--- src/rtl/ps2_host_tx_module.sv ---
// PS/2 host-to-device transmitter: inhibit, request-to-send, then clocks out
// start/data/parity/stop on the device clock and checks the device ACK.
module ps2_host_tx_module #(
    parameter int INHIBIT_CYCLES = 5000,
    parameter int TIMEOUT_CYCLES = 750000,
    parameter int CNT_W          = 20
) (
    input  logic       CLK,
    input  logic       RSTn,
    input  logic       PS2_CLK_Pin_In,
    input  logic       PS2_DAT_Pin_In,
    input  logic       Tx_En,
    input  logic [7:0] Tx_Data,
    output logic       PS2_CLK_OE,
    output logic       PS2_DAT_OE,
    output logic       Tx_Busy,
    output logic       Tx_Done_Sig,
    output logic       Tx_Err_Sig
);

    typedef enum logic [2:0] {
        IDLE, INHIBIT, RTS, SEND, WAIT_IDLE, ERROR
    } state_t;

    // INHIBIT hands over to RTS one cycle early so the clock line is held
    // low for exactly INHIBIT_CYCLES cycles in total.
    localparam logic [CNT_W-1:0] INH_LAST = CNT_W'(INHIBIT_CYCLES - 2);
    localparam logic [CNT_W-1:0] TO_LAST  = CNT_W'(TIMEOUT_CYCLES - 1);

    state_t           state, next_state;
    logic [2:0]       clk_sync;
    logic [1:0]       dat_sync;
    logic [CNT_W-1:0] cnt;
    logic [3:0]       bit_cnt;
    logic [9:0]       frame;
    logic             fall, lines_idle, cnt_clr;
    logic             nxt_clk_oe, nxt_dat_oe, nxt_busy, nxt_done, nxt_err;

    assign fall       = clk_sync[2] & ~clk_sync[1];
    assign lines_idle = clk_sync[1] & dat_sync[1];
    assign cnt_clr    = (next_state != state) &&
                        (next_state == INHIBIT || next_state == SEND);

    always_ff @(posedge CLK or negedge RSTn) begin
        if (!RSTn) begin
            state       <= IDLE;
            clk_sync    <= 3'b111;
            dat_sync    <= 2'b11;
            cnt         <= '0;
            bit_cnt     <= '0;
            frame       <= '0;
            PS2_CLK_OE  <= 1'b0;
            PS2_DAT_OE  <= 1'b0;
            Tx_Busy     <= 1'b0;
            Tx_Done_Sig <= 1'b0;
            Tx_Err_Sig  <= 1'b0;
        end else begin
            state       <= next_state;
            clk_sync    <= {clk_sync[1:0], PS2_CLK_Pin_In};
            dat_sync    <= {dat_sync[0], PS2_DAT_Pin_In};
            PS2_CLK_OE  <= nxt_clk_oe;
            PS2_DAT_OE  <= nxt_dat_oe;
            Tx_Busy     <= nxt_busy;
            Tx_Done_Sig <= nxt_done;
            Tx_Err_Sig  <= nxt_err;
            if (cnt_clr)
                cnt <= '0;
            else if (state != IDLE)
                cnt <= cnt + 1'b1;
            if (state == RTS)
                bit_cnt <= '0;
            else if (state == SEND && fall)
                bit_cnt <= bit_cnt + 1'b1;
            // Frame order matches the edge order: D0..D7, odd parity, stop.
            if (state == IDLE && Tx_En)
                frame <= {1'b1, ~^Tx_Data, Tx_Data};
        end
    end

    always_comb begin
        next_state = state;
        case (state)
            IDLE:      if (Tx_En) next_state = INHIBIT;
            INHIBIT:   if (cnt == INH_LAST) next_state = RTS;
            RTS:       next_state = SEND;
            SEND: begin
                if (cnt == TO_LAST)
                    next_state = ERROR;
                else if (fall && bit_cnt == 4'd10)
                    next_state = dat_sync[1] ? ERROR : WAIT_IDLE;
            end
            WAIT_IDLE: begin
                if (cnt == TO_LAST)
                    next_state = ERROR;
                else if (lines_idle)
                    next_state = IDLE;
            end
            ERROR:     next_state = IDLE;
            default:   next_state = IDLE;
        endcase
    end

    always_comb begin
        nxt_clk_oe = (next_state == INHIBIT) || (next_state == RTS);
        nxt_busy   = (next_state == INHIBIT) || (next_state == RTS) ||
                     (next_state == SEND)    || (next_state == WAIT_IDLE);
        nxt_done   = (state == WAIT_IDLE) && (next_state == IDLE);
        nxt_err    = (next_state == ERROR);
        nxt_dat_oe = 1'b0;
        case (next_state)
            RTS:  nxt_dat_oe = 1'b1;
            SEND: begin
                if (state == RTS)
                    nxt_dat_oe = 1'b1;
                else if (fall && bit_cnt < 4'd10)
                    nxt_dat_oe = ~frame[bit_cnt];
                else
                    nxt_dat_oe = PS2_DAT_OE;
            end
            default: nxt_dat_oe = 1'b0;
        endcase
    end

endmodule
--- config.mk ---
export PLATFORM = sky130hd
export DESIGN_NAME = ps2_host_tx_module
export DESIGN_NICKNAME = d
export VERILOG_FILES = /design/src/rtl/ps2_host_tx_module.sv
export SDC_FILE = /design/constraint.sdc
export NUM_CORES = 1
export LEC_CHECK = 0
export ABC_AREA = 1
export ABC_CLOCK_PERIOD_IN_PS = 1600
export CELL_PAD_IN_SITES_DETAIL_PLACEMENT = 2
export CELL_PAD_IN_SITES_GLOBAL_PLACEMENT = 2
export CORE_MARGIN = 4
export CORE_UTILIZATION = 31
export CTS_CLUSTER_DIAMETER = 60
export DETAILED_ROUTE_END_ITERATION = 16
export GPL_ROUTABILITY_DRIVEN = 0
export PLACE_DENSITY = 0.71
export SLEW_MARGIN = 20
export SYNTH_ARGS = -nofsm -noshare
export SYNTH_HDL_FRONTEND = slang
export SYNTH_SLANG_ARGS = --single-unit
--- constraint.sdc ---
create_clock -name CLK -period 1.6 [get_ports CLK]
set_input_delay 0.24 -clock CLK [delete_from_list [all_inputs] [get_ports CLK]]
set_output_delay 0.24 -clock CLK [all_outputs]
set_load 0.1 [all_outputs]
* Yosys cells after proc, flatten, opt, wreduce, memory -nomap -nowiden *
Cells that the tools add are included.

cells by class
  equal/unequal tests = 14
  reductions and logical operators = 16
  order comparisons = 2
  bitwise operators = 4
  add/sub/neg operators = 2
  mux-type cells = 17

operator list
  kind                     count
  $mux W20                 2
  $add A20 B1 Y20 const B  1
  $eq A20 B13 Y1 const B   1
  $eq A20 B20 Y1 const B   1
  $mux W3                  6
  $pmux W3 S5              1
  $eq A3 B2 Y1 const B     4
  $eq A3 B3 Y1 const B     3
  $mux W4                  2
  $reduce_xnor A8 Y1       1
  $eq A3 B1 Y1 const B     2
  $logic_and A1 B1 Y1      6
  $logic_not A3 Y1         2
  $lt A4 B5 Y1 const B     1
  $add A4 B1 Y4 const B    1
  $bmux W1 S4              1
  $eq A4 B4 Y1 const B     1
  $logic_or A1 B1 Y1       4
  $lt A4 B4 Y1 const B     1
  $mux W1                  4
  $reduce_bool A2 Y1       2
  $ne A3 B2 Y1 const B     1
  $ne A3 B3 Y1             1
  $reduce_bool A3 Y1       1
  3 further kinds          5

storage, ports and cells
  input bits = 13
  register bits after elaboration = 47
  logic and storage cells = 66
  output and inout bits = 5

* Logic depth before layout (Yosys ltp) *
Gate-level depths: netlist (run 1).

  depth in word-level cells = 10
  mapped depth = 12
  mapped depth without buffers = 11

* Worst setup path after synthesis (run 1) *
Ideal clock, no wire load.

  path type = register to register
  start = reg bit_cnt[0]
  end = reg Tx_Done_Sig
  slack = -0.035 ns
  setup time = 0.069 ns
  buffers on the path = 1
  required time = 1.531 ns
  stages on the path, launching flop included = 12
  data arrival time = 1.566 ns
  cells stage by stage = dfrtp_1 -> buf_2 -> inv_1 -> ha_1 -> nand3_1 -> nor2_1 -> nand2_1 -> a21oi_1 -> nand3_4 -> nor2_4 -> nand2_1 -> nor2_2

between the ends
  word-level cells in the longest chain between the ends = 7

RTL lines
  item                     RTL line  text
  from (decl)              34        logic [3:0] bit_cnt;
  from (signal assigned)   73        bit_cnt <= bit_cnt + 1'b1;
  $eq A4 B4 Y1             89        else if (fall && bit_cnt == 4'd10)
  $logic_and A1 B1 Y1      89
  $mux W3                  89
  $mux W3                  87        if (cnt == TO_LAST)
  $pmux W3 S5              82        case (state)
  named net next_state[0]  30        state_t state, next_state;
  $logic_not A3 Y1         107       nxt_done = (state == WAIT_IDLE) && (next_state == IDLE);
  $logic_and A1 B1 Y1      107
  named net nxt_done       37        logic nxt_clk_oe, nxt_dat_oe, nxt_busy, nxt_done, nxt_err;
  to (signal assigned)     64        Tx_Done_Sig <= nxt_done;
  to (decl)                17        output logic Tx_Done_Sig,

The timed path passes the listed nets, and every way through them passes these cells.
A chain may end at the register's enable or synchronous reset.

* Worst setup path in the final report (run 1) *
  start = reg cnt[15]
  end = reg PS2_CLK_OE

between the ends
  word-level cells in the longest chain between the ends = 5
  elaborated cells on any way between the ends = 9
  classes of those cells = 4 x eq/ne; 4 x mux; 1 x reduce/logical

RTL lines
  item                                              RTL line    text
  from (decl)                                       33          logic [CNT_W-1:0] cnt;
  from (signal assigned)                            69          cnt <= cnt + 1'b1;
  $eq A20 B20 Y1 or $eq A20 B13 Y1 (tied branches)  87, 93, 84
  $mux W3 (on tied branches)                        93, 84, 87
  $pmux W3 S5 *                                     82
  named net next_state[0]                           30
  $eq A3 B1 Y1 or $eq A3 B2 Y1 (tied branches)      104         nxt_clk_oe = (next_state == INHIBIT) || (next_state == RTS);
  $logic_or A1 B1 Y1 *                              104
  named net nxt_clk_oe                              37
  to (signal assigned)                              61          PS2_CLK_OE <= nxt_clk_oe;
  to (decl)                                         14          output logic PS2_CLK_OE,

The timed path passes the listed nets; every way through them passes the cells marked *.

==> impl_metrics.sql, run 1 <==
INSERT INTO impl_metrics (metric_group, metric, value, unit) VALUES
('outcome', 'status', 'finished, violations left', ''),
('outcome', 'violations', 'setup timing', ''),
('floorplanning', 'rows', '33', ''),
('cells_and_area', 'register_area', '1200', 'sq um'),
('drt', 'routed_wl', '8510', 'um'),
('cells_and_area', 'post_route_cells_drive_above_1_share', '31.7', '%'),
('floorplanning', 'fp.dieH', '102', 'um'),
('yosys', 'synthAdderAreaFrac', '1.84', '%'),
('clocking', 'worst_setup_hold_path_clk_slew', '0.10', 'ns'),
('worst_setup_path', 'worst-r2r-setup-slack', '-0.007', 'ns'),
('worst_setup_path', 'cpLargestDelayFamily', 'simple AND/OR/NAND/NOR gates', ''),
('cells_and_area', 'mostFrequentLayoutCells', 'nand2_1, nor2_1, buf_4', ''),
('power', 'total_switching_power', '0.516', 'mW'),
('grt', 'gr-usage-met1', '23.2', '%'),
('cells_and_area', 'area_growth_syn_to_layout', '33.6', '%'),
('clocking', 'numCtsBuffers', '5', ''),
('power', 'share_seq_of_total_power', '53.6', '%'),
('yosys', 'synth_xor_area_share', '5.81', '%'),
('drt', 'postRouteAntennaNets', '0', ''),
('yosys', 'yosys_warnings', '0', ''),
('cells_and_area', 'finish.instance_area', '3630', 'sq um'),
('worst_setup_path', 'critPathMaxStageDelay', '0.42', 'ns'),
('yosys', 'synth.net_count', '366', ''),
('grt', 'grt_start_max_net_pins', '48', ''),
('cells_and_area', 'final-instance-count-excl-fill', '512', ''),
('worst_setup_path', 'critical_path_depth', '9', ''),
('drt', 'vias', '2493', ''),
('clocking', 'clk_root_buffer_cell', 'clkbuf_8', ''),
('yosys', 'synthSimpleGateAreaFrac', '35.2', '%'),
('yosys', 'synth_compound_area_share', '5.71', '%'),
('placement', 'detailedPlacementHpwl', '6320', 'um'),
('power', 'p_total', '2.24', 'mW'),
('sta', 'timing.final.hold_violations', '0', ''),
('yosys', 'mapped_cells', '349', ''),
('grt', 'antenna_violations_before_repair', '0', ''),
('floorplanning', 'dieArea', '10300', 'sq um'),
('yosys', 'yosys_register_bits', '47', ''),
('yosys', 'post_synth_instance_area', '2720', 'sq um'),
('clocking', 'clock_path_buffers', '2', ''),
('power', 'cellLeakagePower', '1.62', 'nW'),
('grt', 'grt_util_met2', '28.4', '%'),
('drt', 'wire_per_inst', '16.6', 'um'),
('sta', 'timing.fmax', '622', 'MHz'),
('cells_and_area', 'fillers', '965', ''),
('worst_setup_path', 'setup.worst_path.start_class', 'flip-flop', ''),
('floorplanning', 'boundaryPins', '18', ''),
('worst_hold_path', 'hold_path_depth', '1', ''),
('sta', 'final_ws_setup', '-0.00653', 'ns'),
('worst_hold_path', 'hp-class', 'in2reg', ''),
('sta', 'layout_worst_path_cycle_share', '100', '%'),
('sta', 'finalHoldWorstSlack', '0.315', 'ns'),
('sta', 'timing.final.setup_violations', '1', ''),
('sta', 'worst-slew-pin-transition', '0.418', 'ns'),
('cells_and_area', 'mostFrequentLayoutCell', 'nand2_1', ''),
('drt', 'via_cell_ratio', '4.87', ''),
('drt', 'detailedRoute.firstPassIterationCount', '4', ''),
('drt', 'remaining_routing_drc_violations', '0', ''),
('grt', 'globalRouteTotalUtil', '17.1', '%'),
('yosys', 'synth_top_family_by_area', 'simple AND/OR/NAND/NOR gates', ''),
('yosys', 'synth.area.mux_share', '0', '%'),
('cells_and_area', 'multi_input_area', '1460', 'sq um'),
('floorplanning', 'dieWidth', '102', 'um'),
('job', 'max-cap-violations', '0', ''),
('yosys', 'synthDistinctLibCells', '30', ''),
('worst_setup_path', 'cp_cell_sequence', 'inv_2 > nand2_1 > nor2_1 > nand2_1 > nor2_1 > nand3_1 > nand3_4 > nand3_1 > o21ai_1', ''),
('placement', 'placedCellCount', '494', ''),
('sta', 'final_max_slew_viol_count', '0', ''),
('clocking', 'tritoncts', 'done', ''),
('worst_setup_path', 'depth_of_the_worst_register_to_register_path', '9', ''),
('floorplanning', 'core_region_area', '8380', 'sq um'),
('placement', 'portBuffers', '17', '');
[cells by family (layout without fill, tap and decap cells)]
| group | after synthesis | after routing |
|---|---|---|
| AND/OR/NAND/NOR | 196 | 196 |
| buffers and inverters | 54 | 112 |
| flip-flops | 47 | 47 |
| AO/OA/AOI/OAI | 30 | 30 |
| XOR/XNOR | 18 | 18 |
| adder cells (fa/ha/maj) | 4 | 4 |
[power groups by stage]
stage	sequential [mW]	combinational [mW]	clock [mW]
floorplan	1.22	0.0304	0
global placement	1.22	0.101	0
detailed placement	1.22	0.103	0
CTS	1.20	0.105	0.984
global route	1.20	0.114	1.01
finish	1.20	0.102	0.936
[sequential cells by signal (all words and copies together) (netlist names)]
| name | flops |
|---|---|
| PS2_CLK_OE | 1 |
| PS2_DAT_OE | 1 |
| Tx_Busy | 1 |
| Tx_Done_Sig | 1 |
| Tx_Err_Sig | 1 |
| bit_cnt | 4 |
| clk_sync | 3 |
| cnt | 20 |
| dat_sync | 2 |
| frame | 10 |
| state | 3 |
[per-stage QoR]
stage | utilization [%] | worst slack, ns
2_1_floorplan | - | 0.00925
3_3_place_gp | 39.1 | -0.00574
5_1_grt | 43.3 | -0.107
6_report | 43.3 | -0.00653
3_5_place_dp | 39.1 | -0.168
4_1_cts | 41.5 | -0.0153
[final timing paths]
check	start	end
worst max register to register	cnt[15]	PS2_CLK_OE
max in group asynchronous	RSTn	clk_sync[2]
worst min register to register	dat_sync[0]	dat_sync[1]
worst max-delay path	cnt[15]	PS2_CLK_OE
worst min-delay path	PS2_DAT_Pin_In	dat_sync[0]
min in group asynchronous	RSTn	cnt[2]
[per-layer routing]
metal,vias up,wire length [um]
li1,1222,-
met1,1228,4120
met2,34,4060
met3,9,188
met4,0,133
met5,-,0
[layout make-up]
cell class	count	share of cell area [%]
tap	105	3.62
multi-input combinational	248	40.3
timing repair buffer	56	14.9
sequential	47	33.0
clock inverter	3	1.31
clock buffer	5	1.90
inverter	48	5.04
[synthesized netlist by cell type]
| library cell | instances | area share [%] |
|---|---|---|
| nand3_4 | 2 | 1.3 |
| nand3_1 | 24 | 4.4 |
| o21ai_1 | 3 | 0.55 |
| nor2_4 | 4 | 1.7 |
| nand3_2 | 5 | 1.8 |
| nor2_2 | 4 | 0.92 |
| o21ai_0 | 16 | 2.9 |
| nor2_1 | 42 | 5.8 |
| xor2_1 | 12 | 3.9 |
| ha_1 | 4 | 1.8 |
| nor3b_1 | 1 | 0.28 |
| inv_1 | 40 | 5.5 |
| inv_2 | 8 | 1.1 |
| dfstp_2 | 5 | 4.8 |
| buf_4 | 2 | 0.55 |
| dfrtp_1 | 42 | 39 |
| nor3_2 | 2 | 0.74 |
| nand4_1 | 9 | 2.1 |
| nand2_2 | 5 | 1.2 |
| xnor2_1 | 6 | 1.9 |
| nand2_4 | 1 | 0.41 |
| a21oi_1 | 9 | 1.7 |
| nor4_1 | 2 | 0.46 |
| clkbuf_1 | 1 | 0.14 |
| buf_2 | 3 | 0.55 |
| o21a_1 | 1 | 0.28 |
| nor3_1 | 15 | 2.8 |
| nand2_1 | 79 | 11 |
| a211oi_1 | 1 | 0.28 |
| nor3b_2 | 1 | 0.46 |
[repair_timing]
item                                    4_1_cts  5_1_grt
setup buffers                                 5        4
hold endpoints to repair                     42        0
resized for setup                            15       34
endpoints found under the setup margin       11       18
hold buffers                                  1        0
pin swaps                                     3       10
No activity file was read; power rests on OpenSTA's default activity.
==> inputs of run 2 (changes only) <==
--- a/config.mk
+++ b/config.mk
@@ -9,12 +9,14 @@
 export ABC_CLOCK_PERIOD_IN_PS = 1600
 export CELL_PAD_IN_SITES_DETAIL_PLACEMENT = 2
 export CELL_PAD_IN_SITES_GLOBAL_PLACEMENT = 2
+export CORE_ASPECT_RATIO = 1.4
 export CORE_MARGIN = 4
 export CORE_UTILIZATION = 31
 export CTS_CLUSTER_DIAMETER = 60
 export DETAILED_ROUTE_END_ITERATION = 16
 export GPL_ROUTABILITY_DRIVEN = 0
 export PLACE_DENSITY = 0.71
+export SKIP_CTS_REPAIR_TIMING = 1
 export SLEW_MARGIN = 20
 export SYNTH_ARGS = -nofsm -noshare
 export SYNTH_HDL_FRONTEND = slang
==> run 2 against run 1 <==
  * The flow still finishes with violations (setup timing)
  * Worst hold slack gained 0.027 ns
  * Clock-buffer cell count grew 1
  * Maximum frequency shrank 1.3%
  * Clock skew is essentially flat
  * Sequential power is essentially flat
  * Via count grew 1.6%
  * First-iteration DRC count grew 14%
  * Sequential share of layout area is essentially flat
  * Worst setup slack lost 0.022 ns
  * Non-clock buffer count shrank 3
  * Register-to-register slack lost 0.02 ns
  * Total power grew 14%
==> impl_metrics.sql, run 2 (synthesized netlist as in run 1, its figures left out) <==
INSERT INTO impl_metrics (metric_group, metric, value, unit) VALUES
('floorplanning', 'fp.dieH', '119', 'um'),
('worst_setup_path', 'critical_path_endpoint_category', 'flip-flop', ''),
('cells_and_area', 'largest-register', 'cnt', ''),
('outcome', 'violations', 'setup timing', ''),
('worst_setup_path', 'depth_of_the_worst_register_to_register_path', '9', ''),
('worst_setup_path', 'crit_path_max_fo', '4', ''),
('drt', 'vias', '2532', ''),
('worst_hold_path', 'whs_endpoint', 'dat_sync[0]', ''),
('placement', 'detailedPlacementHpwl', '6970', 'um'),
('drt', 'detailedRoute.firstIterationViolations', '98', ''),
('cells_and_area', 'finish.instance_area', '3630', 'sq um'),
('floorplanning', 'dieArea', '10300', 'sq um'),
('drt', 'postRouteAntennaNets', '0', ''),
('grt', 'grt_first_pass_wirelength', '14400', 'um'),
('cells_and_area', 'num_antenna_cells', '0', ''),
('power', 'total_power_per_unit_cell_area', '706', 'nW/um^2'),
('drt', 'remaining_routing_drc_violations', '0', ''),
('grt', 'antenna_violations_before_repair', '0', ''),
('worst_setup_path', 'worst-r2r-setup-slack', '-0.03', 'ns'),
('cells_and_area', 'largest_reg_flops', '20', ''),
('grt', 'globalRouteTotalUtil', '18.2', '%'),
('worst_setup_path', 'cp_cell_sequence', 'ha_4 > nand3_2 > nor2_2 > nand3_2 > nand3_2 > nand3_2 > nor2_4 > nand2_1 > nor2_2', ''),
('clocking', 'htreeDepth', '2', ''),
('clocking', 'tritoncts', 'done', ''),
('worst_setup_path', 'setup.worst_path.start_class', 'flip-flop', ''),
('worst_setup_path', 'cpLargestDelayFamily', 'simple AND/OR/NAND/NOR gates', ''),
('worst_setup_path', 'worst_ep_arrival_time', '1.86', 'ns'),
('grt', 'first_global_vias', '2879', ''),
('sta', 'timing.final.hold_violations', '0', ''),
('cells_and_area', 'layout_top_registers', 'cnt: 20 flops, frame: 10 flops, bit_cnt: 4 flops', ''),
('worst_hold_path', 'hp-class', 'in2reg', ''),
('sta', 'post_route_minimum_period', '1.63', 'ns'),
('sta', 'timing.final.setup_violations', '4', ''),
('outcome', 'status', 'finished, violations left', ''),
('power', 'cellLeakagePower', '1.65', 'nW'),
('cells_and_area', 'fillers', '982', ''),
('clocking', 'cts_num_sinks', '47', ''),
('floorplanning', 'rows', '40', ''),
('cells_and_area', 'final-instance-count-excl-fill', '509', ''),
('sta', 'timing.clock.skew', '0.00876', 'ns'),
('worst_setup_path', 'r2r-end', 'Tx_Done_Sig', ''),
('grt', 'grt_start_max_net_pins', '31', ''),
('floorplanning', 'dieWidth', '87.1', 'um'),
('floorplanning', 'boundaryPins', '18', ''),
('cells_and_area', 'mostFrequentLayoutCell', 'nand2_1', ''),
('drt', 'detailedRoute.firstPassIterationCount', '4', ''),
('worst_hold_path', 'hold_path_depth', '1', ''),
('worst_setup_path', 'cp_num_buf_inv', '0', ''),
('sta', 'timing.fmax', '614', 'MHz'),
('floorplanning', 'core_region_area', '8560', 'sq um'),
('placement', 'place_area', '3260', 'sq um'),
('sta', 'worst-slew-pin-transition', '0.519', 'ns'),
('floorplanning', 'floorplan.initialDensity', '31.7', '%'),
('worst_setup_path', 'regToRegStartpoint', 'cnt[0]', ''),
('drt', 'wire_per_inst', '17.7', 'um'),
('worst_setup_path', 'slowest_stage', 'dfrtp_1', ''),
('cells_and_area', 'area_growth_syn_to_layout', '33.7', '%'),
('placement', 'portBuffers', '17', ''),
('sta', 'max-slew-margin-rel', '65.4', '%'),
('sta', 'layout_worst_path_cycle_share', '102', '%'),
('worst_setup_path', 'critPathRequiredTime', '1.83', 'ns'),
('power', 'vdd_ir_drop_max', '0.000508', 'V'),
('worst_setup_path', 'setup.worst_path.class', 'reg2reg', ''),
('worst_setup_path', 'crit_path_frequent_cell', 'nand3_2', ''),
('sta', 'final_ws_setup', '-0.0283', 'ns'),
('clocking', 'numCtsBuffers', '5', ''),
('sta', 'finalHoldWorstSlack', '0.342', 'ns'),
('sta', 'final_max_slew_viol_count', '0', ''),
('cells_and_area', 'mostFrequentLayoutCells', 'nand2_1, inv_1, nor2_1', ''),
('worst_setup_path', 'critPathMaxStageDelay', '0.43', 'ns'),
('drt', 'routed_wl', '8990', 'um'),
('placement', 'placedCellCount', '492', ''),
('sta', 'unrepaired_setup_endpoints_after_global_routing', 'true', ''),
('drt', 'via_cell_ratio', '4.97', ''),
('cells_and_area', 'post_route_cells_drive_above_1_share', '30.9', '%'),
('clocking', 'worst_setup_hold_path_clk_slew', '0.07', 'ns'),
('grt', 'gr-total-overflow', '0', ''),
('clocking', 'clock_insertion_delay_worst_skew', '0.30', 'ns'),
('cells_and_area', 'num-nets-final', '420', ''),
('clocking', 'clock_path_buffers', '2', ''),
('clocking', 'clk_root_buffer_cell', 'clkbuf_16', ''),
('job', 'max-cap-violations', '0', ''),
('worst_hold_path', 'worstHoldStart', 'PS2_DAT_Pin_In', '');
-- run 2: area by class of cell --
class / instances / area (sq um) / share of cell area, %
well taps: 105 / 131 / 3.62
flip-flops and latches: 47 / 1200 / 33.0
repair buffers: 53 / 520 / 14.3
clock buffers: 6 / 139 / 3.83
multi-input cells: 248 / 1430 / 39.3
inverters: 48 / 180 / 4.96
clock inverters: 2 / 35.0 / 0.965
-- run 2: layer usage --
layer	up-vias	routed length [um]	track usage [%]
met5	-	0	0
met3	8	122	2.51
met1	1294	3360	19.4
li1	1212	-	-
met2	18	5360	35.6
met4	0	145	5.47
-- run 2: worst max path at each step --
stage                     cells after the start  slack [ns]     endpoint        from
final                                         9       -0.03  Tx_Done_Sig      cnt[0]
after global routing                          9       -0.13  Tx_Done_Sig      cnt[0]
after CTS                                    10       -0.17      Tx_Busy      cnt[1]
after detailed placement                     10       -0.14      Tx_Busy      cnt[1]
after global placement                       10       -0.03      Tx_Busy      cnt[1]
after floorplan                              10       0.009      Tx_Busy  bit_cnt[0]
-- run 2: power by group --
| group | internal (mW) | switching (mW) | leakage (nW) |
|---|---|---|---|
| combinational | 0.0493 | 0.0540 | 1.02 |
| sequential | 1.20 | 0.00229 | 0.545 |
| clock | 0.778 | 0.480 | 0.0868 |
| total | 2.03 | 0.536 | 1.65 |
-- run 2: through the flow --
step           util, %  power [mW]  worst slack, ns  TNS, ns
2_1_floorplan        -        1.25          0.00925        0
3_3_place_gp      38.1        1.33          -0.0314  -0.0712
3_5_place_dp      38.1        1.33           -0.143   -0.745
4_1_cts           40.1        2.60           -0.168   -0.988
5_1_grt           42.4        2.66           -0.127   -0.947
6_report          42.4        2.56          -0.0283  -0.0653
-- run 2: worst register-to-register path, delay by kind of cell, from the launching register on --
kind	cells	cell delay [ns]
DFF	1	0.43
and+or+nand+nor	8	0.95
adders and majority gates	1	0.19
==> inputs of run 3 (changes only) <==
--- a/config.mk
+++ b/config.mk
@@ -10,12 +10,12 @@
 export CELL_PAD_IN_SITES_DETAIL_PLACEMENT = 2
 export CELL_PAD_IN_SITES_GLOBAL_PLACEMENT = 2
 export CORE_ASPECT_RATIO = 1.4
-export CORE_MARGIN = 4
-export CORE_UTILIZATION = 31
+export CORE_UTILIZATION = 27
 export CTS_CLUSTER_DIAMETER = 60
 export DETAILED_ROUTE_END_ITERATION = 16
 export GPL_ROUTABILITY_DRIVEN = 0
-export PLACE_DENSITY = 0.71
+export HOLD_SLACK_MARGIN = 0.1
+export PLACE_DENSITY = 0.63
 export SKIP_CTS_REPAIR_TIMING = 1
 export SLEW_MARGIN = 20
 export SYNTH_ARGS = -nofsm -noshare
==> run 3 against run 2 <==
  * The run still ends with setup timing left
  * Maximum frequency rose by 1.1%
  * First-iteration DRC count fell by 48%
  * Combinational power rose by 4%
  * Worst hold slack improved by 0.0049 ns
  * Non-clock buffer count rose by 8
  * Critical path depth rose by 1
  * Largest power group unchanged
==> impl_metrics.sql, run 3 (synthesized netlist as in run 1, its figures left out) <==
INSERT INTO impl_metrics (metric_group, metric, value, unit) VALUES
('outcome', 'status', 'finished, violations left', ''),
('outcome', 'violations', 'setup timing', ''),
('clocking', 'tritoncts', 'done', ''),
('floorplanning', 'core_region_area', '9620', 'sq um'),
('drt', 'routed_wl', '8680', 'um'),
('sta', 'post_route_minimum_period', '1.61', 'ns'),
('power', 'share_seq_of_total_power', '47.5', '%'),
('grt', 'gr-total-overflow', '0', ''),
('worst_setup_path', 'crit_path_max_fo', '4', ''),
('cells_and_area', 'post_route_cells_drive_above_1_share', '35.4', '%'),
('power', 'cellLeakagePower', '1.70', 'nW'),
('sta', 'final_ws_setup', '-0.0111', 'ns'),
('clocking', 'clock_insertion_delay_worst_skew', '0.29', 'ns'),
('floorplanning', 'dieArea', '10500', 'sq um'),
('cells_and_area', 'num_antenna_cells', '0', ''),
('cells_and_area', 'area_growth_syn_to_layout', '40.5', '%'),
('drt', 'wire_per_inst', '15.9', 'um'),
('cells_and_area', 'layout_top_registers', 'cnt: 20 flops, frame: 10 flops, bit_cnt: 4 flops', ''),
('power', 'total_switching_power', '0.539', 'mW'),
('cells_and_area', 'mostFrequentLayoutCell', 'nand2_1', ''),
('placement', 'place_area', '3340', 'sq um'),
('cells_and_area', 'mostFrequentLayoutCells', 'nand2_1, buf_4, dfrtp_1', ''),
('cells_and_area', 'register_area', '1190', 'sq um'),
('cells_and_area', 'largest-register', 'cnt', ''),
('clocking', 'worst_setup_hold_path_clk_slew', '0.07', 'ns'),
('power', 'total_power_per_unit_cell_area', '663', 'nW/um^2'),
('worst_setup_path', 'setup.worst_path.class', 'reg2reg', ''),
('sta', 'layout_worst_path_cycle_share', '101', '%'),
('drt', 'remaining_routing_drc_violations', '0', ''),
('worst_setup_path', 'critPathRequiredTime', '1.78', 'ns'),
('floorplanning', 'dieWidth', '86.8', 'um'),
('sta', 'final_max_slew_viol_count', '0', ''),
('worst_setup_path', 'setup.worst_path.start_class', 'flip-flop', ''),
('worst_setup_path', 'r2r-end', 'cnt[14]', ''),
('grt', 'grt_start_max_net_pins', '20', ''),
('placement', 'place_worst_setup_slack', '-0.160', 'ns'),
('worst_setup_path', 'critical_path_endpoint_category', 'flip-flop', ''),
('power', 'p_total', '2.53', 'mW'),
('floorplanning', 'fp.dieH', '121', 'um'),
('clocking', 'cts_num_sinks', '47', ''),
('clocking', 'numCtsBuffers', '5', ''),
('drt', 'via_cell_ratio', '4.64', ''),
('sta', 'max-slew-margin-rel', '67.0', '%'),
('cells_and_area', 'multi_input_area', '1510', 'sq um'),
('worst_hold_path', 'whs_endpoint', 'clk_sync[0]', ''),
('sta', 'timing.final.setup_violations', '1', ''),
('worst_setup_path', 'worst_ep_arrival_time', '1.80', 'ns'),
('floorplanning', 'boundaryPins', '18', ''),
('power', 'clockPowerShare', '48.3', '%'),
('sta', 'timing.fmax', '621', 'MHz'),
('cells_and_area', 'largest_reg_flops', '20', ''),
('drt', 'postRouteAntennaNets', '0', ''),
('worst_hold_path', 'hold_path_depth', '1', ''),
('worst_hold_path', 'hp-class', 'in2reg', ''),
('power', 'p_comb_share', '4.2', '%'),
('power', 'vdd_ir_drop_max', '0.000402', 'V'),
('sta', 'timing.clock.skew', '0.00494', 'ns'),
('power', 'power.switching_fraction', '21.3', '%'),
('worst_setup_path', 'regToRegStartpoint', 'cnt[0]', ''),
('grt', 'antenna_violations_before_repair', '0', ''),
('job', 'max-cap-violations', '0', ''),
('sta', 'timing.final.hold_violations', '0', ''),
('clocking', 'htreeDepth', '2', ''),
('grt', 'globalRouteTotalUtil', '18.1', '%'),
('cells_and_area', 'fillers', '1096', ''),
('sta', 'unrepaired_setup_endpoints_after_global_routing', 'true', ''),
('placement', 'portBuffers', '17', ''),
('worst_setup_path', 'worst-r2r-setup-slack', '-0.01', 'ns'),
('floorplanning', 'floorplan.initialDensity', '28.2', '%'),
('clocking', 'clk_root_buffer_cell', 'clkbuf_16', ''),
('placement', 'detailedPlacementHpwl', '6980', 'um'),
('worst_setup_path', 'depth_of_the_worst_register_to_register_path', '10', ''),
('worst_hold_path', 'worstHoldStart', 'PS2_CLK_Pin_In', ''),
('sta', 'worst-slew-pin-transition', '0.495', 'ns'),
('cells_and_area', 'num-nets-final', '428', ''),
('drt', 'detailedRoute.firstIterationViolations', '51', ''),
('grt', 'first_global_vias', '2863', ''),
('floorplanning', 'rows', '42', ''),
('clocking', 'clock_path_buffers', '2', ''),
('power', 'p_int', '1.99', 'mW'),
('drt', 'vias', '2526', ''),
('drt', 'detailedRoute.firstPassIterationCount', '4', ''),
('cells_and_area', 'finish.instance_area', '3810', 'sq um'),
('grt', 'grt_first_pass_wirelength', '14300', 'um');
==> run 3: cell count changes in the layout (fill, tap and decap cells not counted), sizes merged <==
cell	before	now
clkinv	1	0
clkinvlp	0	1
buf	41	49
==> run 3: how the worst max path moves through the flow <==
| stage | start | to | slack, ns |
|---|---|---|---|
| floorplan | bit_cnt[0] | Tx_Busy | 0.009 |
| global placement | cnt[0] | cnt[16] | -0.03 |
| detailed placement | cnt[0] | cnt[16] | -0.16 |
| CTS | cnt[0] | cnt[16] | -0.19 |
| global route | cnt[0] | cnt[12] | -0.14 |
| finish | cnt[0] | cnt[14] | -0.01 |
==> run 3: power by group through the flow <==
stage | clock network [mW] | logic (mW) | registers (mW)
after floorplan | 0 | 0.0304 | 1.22
after global placement | 0 | 0.107 | 1.22
after detailed placement | 0 | 0.109 | 1.22
after CTS | 1.25 | 0.109 | 1.20
after global routing | 1.30 | 0.120 | 1.20
final | 1.22 | 0.107 | 1.20
==> run 3: layout make-up <==
| type | count | area share, % |
|---|---|---|
| clock buffer | 6 | 3.38 |
| clock inverter | 2 | 0.984 |
| inverter | 48 | 4.79 |
| multi-input combinational | 248 | 39.7 |
| sequential | 47 | 31.3 |
| tap | 132 | 4.33 |
| timing repair buffer | 61 | 15.6 |
==> run 3: routing by layer <==
| metal | track usage, % | vias up | wire [um] |
|---|---|---|---|
| met5 | 0 | - | 0 |
| met4 | 5.94 | 0 | 166 |
| met3 | 2.25 | 8 | 105 |
| met2 | 35.9 | 16 | 5070 |
| met1 | 19.2 | 1272 | 3330 |
| li1 | - | 1230 | - |
==> run 3: stage by stage <==
stage	std cells	util (%)	hold slack, ns	TNS (ns)
2_1_floorplan	349	-	-0.0556	0
3_3_place_gp	525	34.7	0.228	-0.0492
3_5_place_dp	525	34.7	0.237	-0.349
4_1_cts	533	36.4	-0.0767	-0.554
5_1_grt	544	39.7	0.350	-1.14
6_report	544	39.7	0.347	-0.0111
==> run 3: worst max-delay path, stage by stage (launching register included) <==
cell and delay, ns:
dfrtp_1 0.42, ha_2 0.24, nand2_2 0.07, nor2_4 0.11, nand3_4 0.09, nor2_4 0.13, nand2_4 0.07, nor2_4 0.14
nand2_2 0.07, nor2_1 0.12, nor3b_2 0.06
